`config.mk`:
```
export PLATFORM = sky130hd
export DESIGN_NAME = barrel_shift_pipe
export DESIGN_NICKNAME = d
export VERILOG_FILES = /design/src/rtl/barrel_pkg.sv /design/src/rtl/barrel_stage.sv /design/src/rtl/barrel_shift_pipe.sv
export SDC_FILE = /design/constraint.sdc
export NUM_CORES = 1
export LEC_CHECK = 0
export ABC_CLOCK_PERIOD_IN_PS = 1800
export CAP_MARGIN = 0
export CORE_ASPECT_RATIO = 0.8
export CORE_MARGIN = 2
export CORE_UTILIZATION = 30
export DETAILED_ROUTE_END_ITERATION = 12
export PLACE_DENSITY = 0.51
export SLEW_MARGIN = 5
export SYNTH_ARGS = -nofsm -noshare
export SYNTH_HDL_FRONTEND = slang
export SYNTH_SLANG_ARGS = --single-unit
```
`constraint.sdc`:
```
create_clock -name clk -period 1.8 [get_ports clk]
set_input_delay 0.36 -clock clk [delete_from_list [all_inputs] [get_ports clk]]
set_output_delay 0.36 -clock clk [all_outputs]
set_load 0.01 [all_outputs]
```
`src/rtl/barrel_pkg.sv`:
```
// Shared types and reference model for barrel_shift_pipe (see BARREL_PIPE_EN in the top).
// Data and remaining sel travel next to stage_ctl_t because their widths follow WIDTH.
package barrel_pkg;

    typedef enum logic [2:0] {
        ROR  = 3'd0,
        ROL  = 3'd1,
        LSR  = 3'd2,
        LSL  = 3'd3,
        ASR  = 3'd4,
        PASS = 3'd5
    } mode_t;

    // Per-stage payload besides data/sel: operation, carry so far, valid
    typedef struct packed {
        mode_t mode;
        logic  carry;
        logic  valid;
    } stage_ctl_t;

    // Encodings 101..111 all collapse to pass-through
    function automatic mode_t decode_mode(input logic [2:0] m);
        return (m > 3'd4) ? PASS : mode_t'(m);
    endfunction

    // Reference result for widths up to 64: returns {carry, data[63:0]}
    function automatic logic [64:0] barrel_ref(input logic [63:0] d, input int w,
                                               input logic [2:0] mode, input int s);
        logic [63:0] mask;
        logic [63:0] dm;
        logic [63:0] r;
        logic        c;
        mask = (w >= 64) ? '1 : ((64'd1 << w) - 64'd1);
        dm   = d & mask;
        r    = dm;
        c    = 1'b0;
        if (s != 0) begin
            case (mode)
                ROR: begin r = ((dm >> s) | (dm << (w - s))) & mask; c = r[w-1]; end
                ROL: begin r = ((dm << s) | (dm >> (w - s))) & mask; c = r[0];   end
                LSR: begin r = dm >> s;                               c = dm[s-1]; end
                LSL: begin r = (dm << s) & mask;                      c = dm[w-s]; end
                ASR: begin
                    r = (dm >> s) | (dm[w-1] ? (mask & ~(mask >> s)) : 64'd0);
                    c = dm[s-1];
                end
                default: ;
            endcase
        end
        return {c, r};
    endfunction

endpackage

```
`src/rtl/barrel_stage.sv`:
```
// One log stage of barrel_shift_pipe: conditional 2**K shift/rotate with fill and carry.
// Registered when BARREL_PIPE_EN is defined, otherwise purely combinational.
module barrel_stage
    import barrel_pkg::*;
#(
    parameter int WIDTH = 8,
    parameter int K     = 0,
    parameter int SHW   = $clog2(WIDTH)
) (
    input  logic             clk,
    input  logic             reset,
    input  logic             advance,
    input  logic [WIDTH-1:0] in_data,
    input  logic [SHW-1:0]   in_sel,
    input  stage_ctl_t       in_ctl,
    output logic [WIDTH-1:0] out_data,
    output logic [SHW-1:0]   out_sel,
    output stage_ctl_t       out_ctl
);

    localparam int SH = 1 << K;

    logic [WIDTH-1:0] sh_data;
    stage_ctl_t       sh_ctl;

    // Carry is only replaced when this stage actually moves bits
    always_comb begin
        sh_data = in_data;
        sh_ctl  = in_ctl;
        if (in_sel[K]) begin
            case (in_ctl.mode)
                ROR: begin
                    sh_data      = {in_data[SH-1:0], in_data[WIDTH-1:SH]};
                    sh_ctl.carry = in_data[SH-1];
                end
                ROL: begin
                    sh_data      = {in_data[WIDTH-SH-1:0], in_data[WIDTH-1:WIDTH-SH]};
                    sh_ctl.carry = in_data[WIDTH-SH];
                end
                LSR: begin
                    sh_data      = {{SH{1'b0}}, in_data[WIDTH-1:SH]};
                    sh_ctl.carry = in_data[SH-1];
                end
                LSL: begin
                    sh_data      = {in_data[WIDTH-SH-1:0], {SH{1'b0}}};
                    sh_ctl.carry = in_data[WIDTH-SH];
                end
                ASR: begin
                    sh_data      = {{SH{in_data[WIDTH-1]}}, in_data[WIDTH-1:SH]};
                    sh_ctl.carry = in_data[SH-1];
                end
                default: ;
            endcase
        end
    end

`ifdef BARREL_PIPE_EN
    always_ff @(posedge clk or negedge reset) begin
        if (!reset) begin
            out_data <= '0;
            out_sel  <= '0;
            out_ctl  <= '0;
        end else if (advance) begin
            out_data <= sh_data;
            out_sel  <= in_sel;
            out_ctl  <= sh_ctl;
        end
    end
`else
    logic unused_ok;
    assign unused_ok = ^{clk, reset, advance};
    assign out_data  = sh_data;
    assign out_sel   = in_sel;
    assign out_ctl   = sh_ctl;
`endif

endmodule

```
`src/rtl/barrel_shift_pipe.sv`:
```
// WIDTH-bit rotator/shifter built from SHW log stages with valid/ready on both sides.
// Define BARREL_PIPE_EN to register every stage (latency SHW); otherwise latency is 1.
module barrel_shift_pipe
    import barrel_pkg::*;
#(
    parameter int WIDTH = 8,
    parameter int SHW   = $clog2(WIDTH)
) (
    input  logic             clk,
    input  logic             reset,
    input  logic             load,
    output logic             ready,
    input  logic [2:0]       mode,
    input  logic [SHW-1:0]   sel,
    input  logic [WIDTH-1:0] data_in,
    output logic [WIDTH-1:0] data_out,
    output logic             carry,
    output logic             out_valid,
    input  logic             out_ready
);

    // Handshake: a word moves on a rising edge when its valid and ready are both high;
    // valids never wait on ready, and the whole pipe stalls while a result is unread.
    logic advance;
    assign advance = !out_valid || out_ready;
    assign ready   = advance;

    for (genvar k = 0; k < SHW; k++) begin : g_stage
        logic [WIDTH-1:0] d_i, d_o;
        logic [SHW-1:0]   s_i, s_o;
        stage_ctl_t       c_i, c_o;

        if (k == 0) begin : g_first
            assign d_i = data_in;
            assign s_i = sel;
            assign c_i = '{mode: decode_mode(mode), carry: 1'b0, valid: load};
        end else begin : g_chain
            assign d_i = g_stage[k-1].d_o;
            assign s_i = g_stage[k-1].s_o;
            assign c_i = g_stage[k-1].c_o;
        end

        barrel_stage #(.WIDTH(WIDTH), .K(k)) u_stage (
            .clk     (clk),
            .reset   (reset),
            .advance (advance),
            .in_data (d_i),
            .in_sel  (s_i),
            .in_ctl  (c_i),
            .out_data(d_o),
            .out_sel (s_o),
            .out_ctl (c_o)
        );
    end

`ifdef BARREL_PIPE_EN
    assign data_out  = g_stage[SHW-1].d_o;
    assign carry     = g_stage[SHW-1].c_o.carry;
    assign out_valid = g_stage[SHW-1].c_o.valid;
`else
    always_ff @(posedge clk or negedge reset) begin
        if (!reset) begin
            data_out  <= '0;
            carry     <= 1'b0;
            out_valid <= 1'b0;
        end else if (advance) begin
            data_out  <= g_stage[SHW-1].d_o;
            carry     <= g_stage[SHW-1].c_o.carry;
            out_valid <= g_stage[SHW-1].c_o.valid;
        end
    end
`endif

    logic unused_ok;
    assign unused_ok = ^{g_stage[SHW-1].s_o, g_stage[SHW-1].c_o.mode};

endmodule

```
# Word-level counts from Yosys, hierarchy flattened
# Cells that the tools add are included.
[totals]
reg_bits = 10
wordCells = 27
[classes]
magnitude_cmp = 1
eq_ne = 4
muxes = 13
reduce_logical = 6
[ops]
columns = ["op", "n"]
rows = [
  ["8-bit case mux with 5 select lines", 2],
  ["8-bit case mux with 4 select lines", 1],
  ["8-bit 2-to-1 mux", 3],
  ["3-bit by 2-bit equality test with 1-bit output, second input constant", 2],
  ["1-bit case mux with 2 select lines", 3],
  ["2-bit OR reduction", 2],
  ["3-bit by 1-bit equality test with 1-bit output, second input constant", 1],
  ["3-bit equality test, second input constant", 1],
  ["3-bit > comparator, second input constant", 1],
  ["3-bit logical NOT", 1],
  ["1-bit 2-to-1 mux", 3],
  ["3-bit 2-to-1 mux", 1],
  ["3-bit OR reduction", 1],
  ["1-bit logical NOT", 1],
  ["1-bit logical OR", 1],
]

# Depth between registers and ports, before layout
[depth]
word_depth = 10
mapped_depth = 7
ltp_nobuf = 6

# By module
# From an unflattened synthesis, not the netlist that was laid out.
[hier_totals]
cells_unflattened = 149
hier_area_um2 = 1298.7
[by_module_without_submodules]
columns = ["module", "instances", "cells_each", "area_per_inst_um2", "seq_area_each_um2"]
rows = [
  ["barrel_shift_pipe", 1, 26, 434.2, 250.2],
  ["barrel_stage at g_stage[1].u_stage", 1, 41, 324.1, 0.0],
  ["barrel_stage at g_stage[0].u_stage", 1, 44, 297.8, 0.0],
  ["barrel_stage at g_stage[2].u_stage", 1, 38, 242.7, 0.0],
]

# Worst setup path before layout
# Ideal clock, no wire load.
[synth_timing]
path_type = "reg-to-reg"
startpoint = "reg out_valid"
endpoint = "reg carry"
setup_ns = 0.124
t_arrival_ns = 1.562
slack_ns = 0.114
path_stages_with_launch = 8
synth_period_minus_slack_ns = 1.686
path_cell_list = "dfrtp_1 -> nor2b_1 -> buf_6 -> clkinv_1 -> o2111ai_1 -> a211o_1 -> o311ai_0 -> a211o_1"
[synth_between]
elab_chain_cells = 2
[synth_rtl]
columns = ["item", "line_no", "source"]
rows = [
  ["start, declared", "barrel_shift_pipe.sv:18", "output logic out_valid,"],
  ["start signal, assigned", "barrel_shift_pipe.sv:69", "out_valid <= g_stage[SHW-1].c_o.valid;"],
  ["1-bit logical NOT", "barrel_shift_pipe.sv:25", "assign advance = !out_valid || out_ready;"],
  ["1-bit logical OR", "barrel_shift_pipe.sv:25", ""],
  ["net ready", "barrel_shift_pipe.sv:12", "output logic ready,"],
  ["end signal, assigned", "barrel_shift_pipe.sv:68", "carry <= g_stage[SHW-1].c_o.carry;"],
  ["end, declared", "barrel_shift_pipe.sv:17", "output logic carry,"],
]
# The timed path passes the listed nets, and every way through them passes these cells.
# A chain may end at the register's enable or synchronous reset.

# Worst setup path after layout
[layout_timing]
startpoint = "in data_in[6]"
endpoint = "reg data_out[3]"
[layout_between]
elab_chain_cells = 6
[layout_rtl]
columns = ["item", "line_no", "source"]
rows = [
  ["start, declared", "barrel_shift_pipe.sv:15", "input logic [WIDTH-1:0] data_in,"],
  ["8-bit case mux with 5 select lines *", "barrel_stage.sv:31", "case (in_ctl.mode)"],
  ["8-bit 2-to-1 mux *", "barrel_stage.sv:30", "if (in_sel[K]) begin"],
  ["8-bit case mux with 5 select lines", "barrel_stage.sv:31", ""],
  ["8-bit 2-to-1 mux *", "barrel_stage.sv:30", ""],
  ["8-bit case mux with 4 select lines", "barrel_stage.sv:31", ""],
  ["8-bit 2-to-1 mux *", "barrel_stage.sv:30", ""],
  ["end signal, assigned", "barrel_shift_pipe.sv:67", "data_out <= g_stage[SHW-1].d_o;"],
  ["end, declared", "barrel_shift_pipe.sv:16", "output logic [WIDTH-1:0] data_out,"],
]
# Mark *: on every way between the ends. The rest lies on a longest branch, timed or not.

==> results summary <==
The flow ran to the end, and the final reports show no timing, DRC or antenna violations. TritonCTS built the clock tree. For this run, design rule violations remaining after detail routing come to 0. The worst pin sits at a relative slew slack of approximately 69%.

After clock tree synthesis, the clock-pin slew on the worst setup and hold paths is about 0.050 ns. The switching power total is 0.3663 mW. Yosys printed 0 warnings. The total wire length after detailed routing came out at 4874 um. The area enclosed by the die boundary is slightly above 5000 um2. Setup repair after global routing could not meet its margin everywhere. The placeable core region is approximately 4300 um2.

The remaining global-route overflow came out at 0. On the critical path, the stage with the largest delay is an instance of clkdlybuf4s50_1. The sequential area share after synthesis is 18.33%. Once the floorplan was initialized, standard cells occupied approximately a third of the core. The pin slew with the least headroom to its limit came out at roughly 0.46 ns. The final routed wire length divided by cell count is 16.87 um. The pin count of the biggest net entering global routing came out at 16.

Net switching is around a third of the power. In the final design database the tool counted approximately 250 nets. The via-per-instance ratio came out at 5.754.

The commonest cells after synthesis are a21oi_1, dfrtp_1, mux2i_1, nor2_1. The count of nets left with antenna violations once routing finished came out at 0. The part of the total power dissipated in sequential elements came out at a little over a quarter. The post-synthesis to final-layout area growth came out at 51.05%.

The clock latency on the worst-skew pair came out at between 0.2 and 0.25 ns. Routability-driven placement finished with a final weighted congestion of 1.025. The total via count after detailed routing came out at roughly 1,700. By area the synthesized netlist is led by dfrtp_1, mux2i_1, a21o_1. The maximum vdd drop came out at ~200 uV. The maximum net fanout on the critical path came out at 5.

The arrival time at the worst endpoint came out at approximately 1.9 ns. The required time reported for the critical path endpoint came out at around 1.9 ns. The initial antenna violation count is 0. Summing all flip-flop and latch instances after layout gives 250.2 um2.

The analysis attributes to cell leakage a power of ~0.90 nW. The max-capacitance violation count came out at 0. The number of distinct library cell variants in the gate-level netlist after synthesis came out at 62.

In this run the count of I/O pins placed on the die edge is 29. For this run, asynchronously set or reset flops after synthesis account for 100.0%. The root buffer cell is clkbuf_8. Of the available clock period, the critical path in the final layout requires ~98%. The largest single stage delay on the critical path is 0.51 ns. The synthesized instance count came out at 163. The predominant post-synthesis flop cell is dfrtp_1. Each instance of the synthesized netlist takes up on average around 8.4 um2. The share of the synthesized area in the top cell type came out at between 10% and 20%. Across all hold checks on the routed design, the worst slack comes to around 0.45 ns.

The antenna cell count is 0. The ratio of cells with drive above 1 in the final layout came out at 36.21%. Yosys mapped a number of flops with a built-in enable equal to 0.

The number of buffers created by CTS came out at 3. The worst setup path is captured at a flip-flop. The via count of the first global-routing pass came out at 1,558. The max-slew violation count is 0. The min-delay analysis places its worst path in the category in -> async. The number of detailed-routing iterations run before antenna repair is 5. The peak clock frequency supported by timing is roughly 570 MHz. The internal power of the cells totals ~0.7 mW. Fill cells in the final layout number roughly 400.

Among cell families on the critical path, the largest total delay comes from compound AO/OA/AOI/OAI gates. Walking the worst path, the cells encountered are clkdlybuf4s50_1 > a221o_2 > o211ai_1 > o311ai_2 > a211o_1. The starting DRC count in detailed routing came out at between 200 and 250.

The count of endpoints failing setup in the final report came out at 0. In the global route stage, overall resource usage came out at 19.51%. By startpoint and endpoint, the worst setup path is classified as in -> reg. The number of port buffers is 28.

The HPWL after detailed placement is 3953 um. The sum of negative setup slack is 0 ns. When the netlist entered floorplanning its net count stood at between 150 and 200.

The largest clock skew in the final design is around 0.0044 ns. In the post-synthesis netlist, the cell with the most instances is a21oi_1. The number of placement rows came out at 21. The number of buffer and inverter instances along the worst setup path came out at 1.

Counting every sink on the clock net gives 10. The combined area of the multi-input logic cells came out at slightly above 1000 um2. The worst setup path is launched from an input port. The synthesized design contains 10 register bits.

The clock period could shrink to 1.760 ns. The floorplan step set the die height to about 64 um. The share of total power dissipated in the clock network is between 20% and 30%.

The leading area contributor after synthesis is dfrtp_1. The horizontal die dimension came out at around 79 um. The combinational fraction of design power came out at a little over half. The number of endpoints with negative hold slack in the final report came out at 0. The synthesized cell area came out at between 1000 and 1500 um2.

The first-pass GRT wire length is a little under 8000 um. The power per cell area is 513.3 nW/um2. The deepest clock path buffer count is 2. In this run the number of H-tree levels came out at 1.
==> per-stage QoR <==
step | std cells | power, mW | setup WS [ns] | area (um2) | util [%]
after floorplan | 163 | 0.5550 | 0.1144 | 1365 | -
after global placement | 285 | 0.8189 | -0.5448 | 1977 | 46.16
after detailed placement | 285 | 0.8252 | -0.5580 | 1977 | 46.16
after CTS | 288 | 1.057 | 0.002371 | 2027 | 47.33
after global routing | 289 | 1.128 | -0.04718 | 2062 | 48.14
final | 289 | 1.058 | 0.04014 | 2062 | 48.14
==> cells in the final DEF, fill, tap and decap left out, types with 3 or more instances in the layout <==
master	n
nor2_1	9
a21oi_1	10
nand3b_1	3
clkbuf_8	3
nor4_1	3
a21oi_2	3
nand2b_1	4
clkdlybuf4s50_1	17
dfrtp_1	10
nand2_1	5
a31oi_1	3
dlygate4sd2_1	6
o31ai_1	4
o211ai_1	4
a211o_1	3
o21ai_1	3
mux2i_1	8
a21o_1	8
buf_4	47
nor3_1	4
o21ai_0	7
inv_1	8
==> power by group through the flow <==
stage	combinational (mW)	clock, mW	sequential [mW]
floorplan	0.252	0	0.303
global placement	0.534	0	0.285
detailed placement	0.539	0	0.286
CTS	0.538	0.235	0.283
global route	0.595	0.245	0.288
finish	0.553	0.223	0.283
==> path summary, 6_finish.rpt <==
kind | start | to | slack, ns | cells past startpoint
max | data_in[6] | data_out[3] | 0.04 | 5
min | reset | data_out[7] | 0.45 | 1
max reg2reg | out_valid | carry | 0.30 | 6
min reg2reg | data_out[1] | data_out[1] | 0.50 | 2
max in group asynchronous | reset | data_out[0] | 1.03 | 1
min in group clk | data_out[1] | data_out[1] | 0.50 | 2
==> state kept, by name (all words and copies together) (netlist names) <==
signal	flops
carry	1
data_out	8
out_valid	1
==> metal layers <==
metal	routed length, um	track usage (%)
met5	0	0
met4	24	3.664
met3	335	3.390
met2	2154	28.39
met1	2359	29.97
==> logic make-up after synthesis <==
| group | after synthesis | synth area share (%) |
|---|---|---|
| AO/OA/AOI/OAI | 77 | 44.36 |
| multiplexers | 11 | 8.249 |
| flip-flops | 10 | 18.33 |
| buffers and inverters | 21 | 10.08 |
| AND/OR/NAND/NOR | 44 | 18.97 |
==> layout make-up <==
class | instances | area share [%]
Timing Repair Buffer | 77 | 31.19
Clock buffer | 3 | 2.002
Tap cell | 57 | 3.459
Sequential cell | 10 | 12.14
Inverter | 10 | 1.820
Multi-Input combinational cell | 132 | 49.39
==> what timing repair did <==
item                                    CTS  global route
pin swaps                                 1             0
resized for setup                        15            16
setup buffers                             0             1
hold buffers                              0             0
endpoints found under the setup margin   10            10
No activity file was read; power rests on OpenSTA's default activity.
==> edit: new RTL, config.mk and constraints unchanged <==
`WIDTH` is set to 8 in 2 places; all go to 16.
--- a/src/rtl/barrel_stage.sv
+++ b/src/rtl/barrel_stage.sv
@@ -3,7 +3,7 @@
 module barrel_stage
     import barrel_pkg::*;
 #(
-    parameter int WIDTH = 8,
+    parameter int WIDTH = 16,
     parameter int K     = 0,
     parameter int SHW   = $clog2(WIDTH)
 ) (
--- a/src/rtl/barrel_shift_pipe.sv
+++ b/src/rtl/barrel_shift_pipe.sv
@@ -3,7 +3,7 @@
 module barrel_shift_pipe
     import barrel_pkg::*;
 #(
-    parameter int WIDTH = 8,
+    parameter int WIDTH = 16,
     parameter int SHW   = $clog2(WIDTH)
 ) (
     input  logic             clk,
Ports: changed (resized data_in, data_out and sel); port bits go from 29 to 46. The function was not compared with the original's and may differ.
==> edit against the original RTL <==
  * The run now ends with setup timing left
  * Total power grew to 2.7 times the old value
  * Synthesized cell count increased by 120%
  * Wire length rose to 3.2 times the old value
  * Non-clock buffer count is 156 higher
  * Global-route usage increased by 9.7 points
  * Via count grew to 2.5 times the old value
  * Setup slack got worse by 0.47 ns
  * Sequential cell count up 8
  * Utilization grew 16 points
  * Design area grew to 2.8 times the old value
  * Hold slack worse by 0.0085 ns
  * Area after synthesis increased by 100%
  * Critical path type unchanged
  * Highest routed layer unchanged
==> edit: results (changes against the original RTL) <==
| Metric | Value |
|---|---|
| Setup ws final | `-0.426 ns (-0.466 ns)` |
| Slowest-stage cell, CP | `o31a_1` |
| First-pass iteration count of the detailed router | `5 (unchanged)` |
| Leak Pwr | `0.00237 uW (+160%)` |
| Distinct cell type count after synthesis | `76 (+23%)` |
| Compound-cell area share of the yosys netlist | `0.458 (+0.0141)` |
| Share of layout cells above drive strength 1 | `0.584 (+0.222)` |
| Post-synthesis sequential area ratio | `0.165 (-0.0187)` |
| # resized after CTS | `147 (+132)` |
| CP Max Fanout | `6 (+1)` |
| Dpl ws | `-1.12 ns (-0.560 ns)` |
| DR vias | `4235 (+150%)` |
| Sequential Area | `450 um^2 (+80%)` |
| Worst setup startpoint | `mode[1]` |
| Total Nets Final | `595 (+140%)` |
| Post-CTS setup buffer count | `34 (+34)` |
| Final Max Tran Viols | `0 (unchanged)` |
| Antenna violations before repair | `0 (unchanged)` |
| Max Root-Sink Buffers | `2 (unchanged)` |
| Global-route wire length before repair | `22800 um (+190%)` |
| Worst EP arrival | `2.37 ns (+0.49 ns)` |
| Worst slew margin | `0.600 (-0.0921)` |
| CP max stage delay | `0.40 ns (-0.11 ns)` |
| Synth top cells by count | `nand2_1, a21oi_1, o21ai_0` |
| Placed insts | `630 (+120%)` |
| Internal cell power | `1730 uW (+150%)` |
| FILL cells | `718 (+75%)` |
| R2r startpoint | `out_valid` |
| Synth top area cells | `dfrtp_1, mux2i_1, a21oi_1` |
| Fin cells | `682 (+140%)` |
| Setup TNS | `-4.48 ns (-4.48 ns)` |
| Reg-to-reg slack, setup | `0.25 ns (-0.05 ns)` |
| Initial DRC count | `356 (+65%)` |
| CTS clk-pin slew, worst paths | `0.05 ns (about the same)` |
| Net count after synthesis | `388 (+110%)` |
| Post-DP Area | `4370 um^2 (+120%)` |
| FFs w/ async S/R, synth | `1.00 (unchanged)` |
| Vias in the first global route | `4049 (+160%)` |
| Worst-Skew Late Latency | `0.25 ns (+0.02 ns)` |
| # setup viols final | `17 (+17)` |
| VDD IR-drop max | `0.357 mV (+76%)` |
| Clk Tree Root Cell | `clkbuf_16` |
| Fin Clk Skew | `0.00171 ns (-0.00271 ns)` |
| EDFF count, synth | `0 (unchanged)` |
| Registers with the most flip-flops | `data_out (16), carry (1), out_valid (1)` |
| R2R depth | `6 (unchanged)` |
| Hold WS | `0.442 ns (-0.00854 ns)` |
| Syn_area_per_cell | `7.58 um^2 (-9.5%)` |
| Inserted Clock Buffers | `3 (unchanged)` |
| PortBufs | `45 (+61%)` |
| DP HPWL | `10700 um (+170%)` |
| GRT Resource Usage Total | `0.292 (+0.0970)` |
| Final Wtd Congestion | `1.01 (-1.6%)` |
| Post-Synth Adder-Cell Area | `0 (unchanged)` |
| Largest net degree at the start of global routing | `19 (+3)` |
| DR WL/cell | `22.5 um (+34%)` |
| Failing checks | `setup timing` |
| Status | `finished with violations` |
| Post-synthesis mux area share | `0.0841 (+0.00164)` |
| Xor-xnor portion of the synthesized cell area | `0 (unchanged)` |
[edit: cell types whose count changed after synthesis, moves of 10 or more]
cell,before,now
a21oi_1,11,26
buf_2,1,12
clkbuf_1,2,12
nand2_1,5,28
nor2_1,9,20
o21ai_0,8,24
[edit: through the flow]
step | utilization | total power, uW
after floorplan | - | 1160
after global placement | 0.488 | 1870
after detailed placement | 0.488 | 1870
after CTS | 0.587 | 2630
after global routing | 0.638 | 2960
final | 0.638 | 2840
[edit: cells by family (layout without fill, tap and decap cells)]
family	after synthesis	count (layout)
AOI/OAI and AO/OA	169	169
and+or+nand+nor	113	113
buffers and inverters	39	245
muxes	22	22
DFF	18	18
[edit: layout make-up]
type	instances	area share
Clock buffer	4	0.0155
Inverter	8	0.00569
Multi-Input combinational cell	304	0.508
Sequential cell	18	0.0788
Tap cell	115	0.0252
Timing Repair Buffer	233	0.366
[edit: worst reg2reg max path, delay by kind of cell (launching register included)]
kind / cells / cell delay, ns
AO/OA/AOI/OAI: 1 / 0.20
buffers and inverters: 3 / 0.54
AND/OR/NAND/NOR: 2 / 0.34
flip-flops: 1 / 0.37
[edit: metal layers]
metal / part of all wire / global-route usage
met3: 0.088 / 0.0671
met2: 0.46 / 0.470
met1: 0.44 / 0.410
met5: 0 / 0
met4: 0.014 / 0.0477
[edit: power groups by stage]
stage	Sequential [uW]	Combinational [uW]	Clock [uW]
after floorplan	553	602	0
after global placement	522	1350	0
after detailed placement	522	1350	0
after CTS	517	1600	504
after global routing	527	1910	517
final	519	1820	502
[edit: worst paths after layout]
check                               end
setup / recovery                  carry
hold / removal             data_out[10]
setup reg to reg           data_out[12]
hold reg to reg             data_out[0]
max in group asynchronous  data_out[15]
min in group clk            data_out[0]
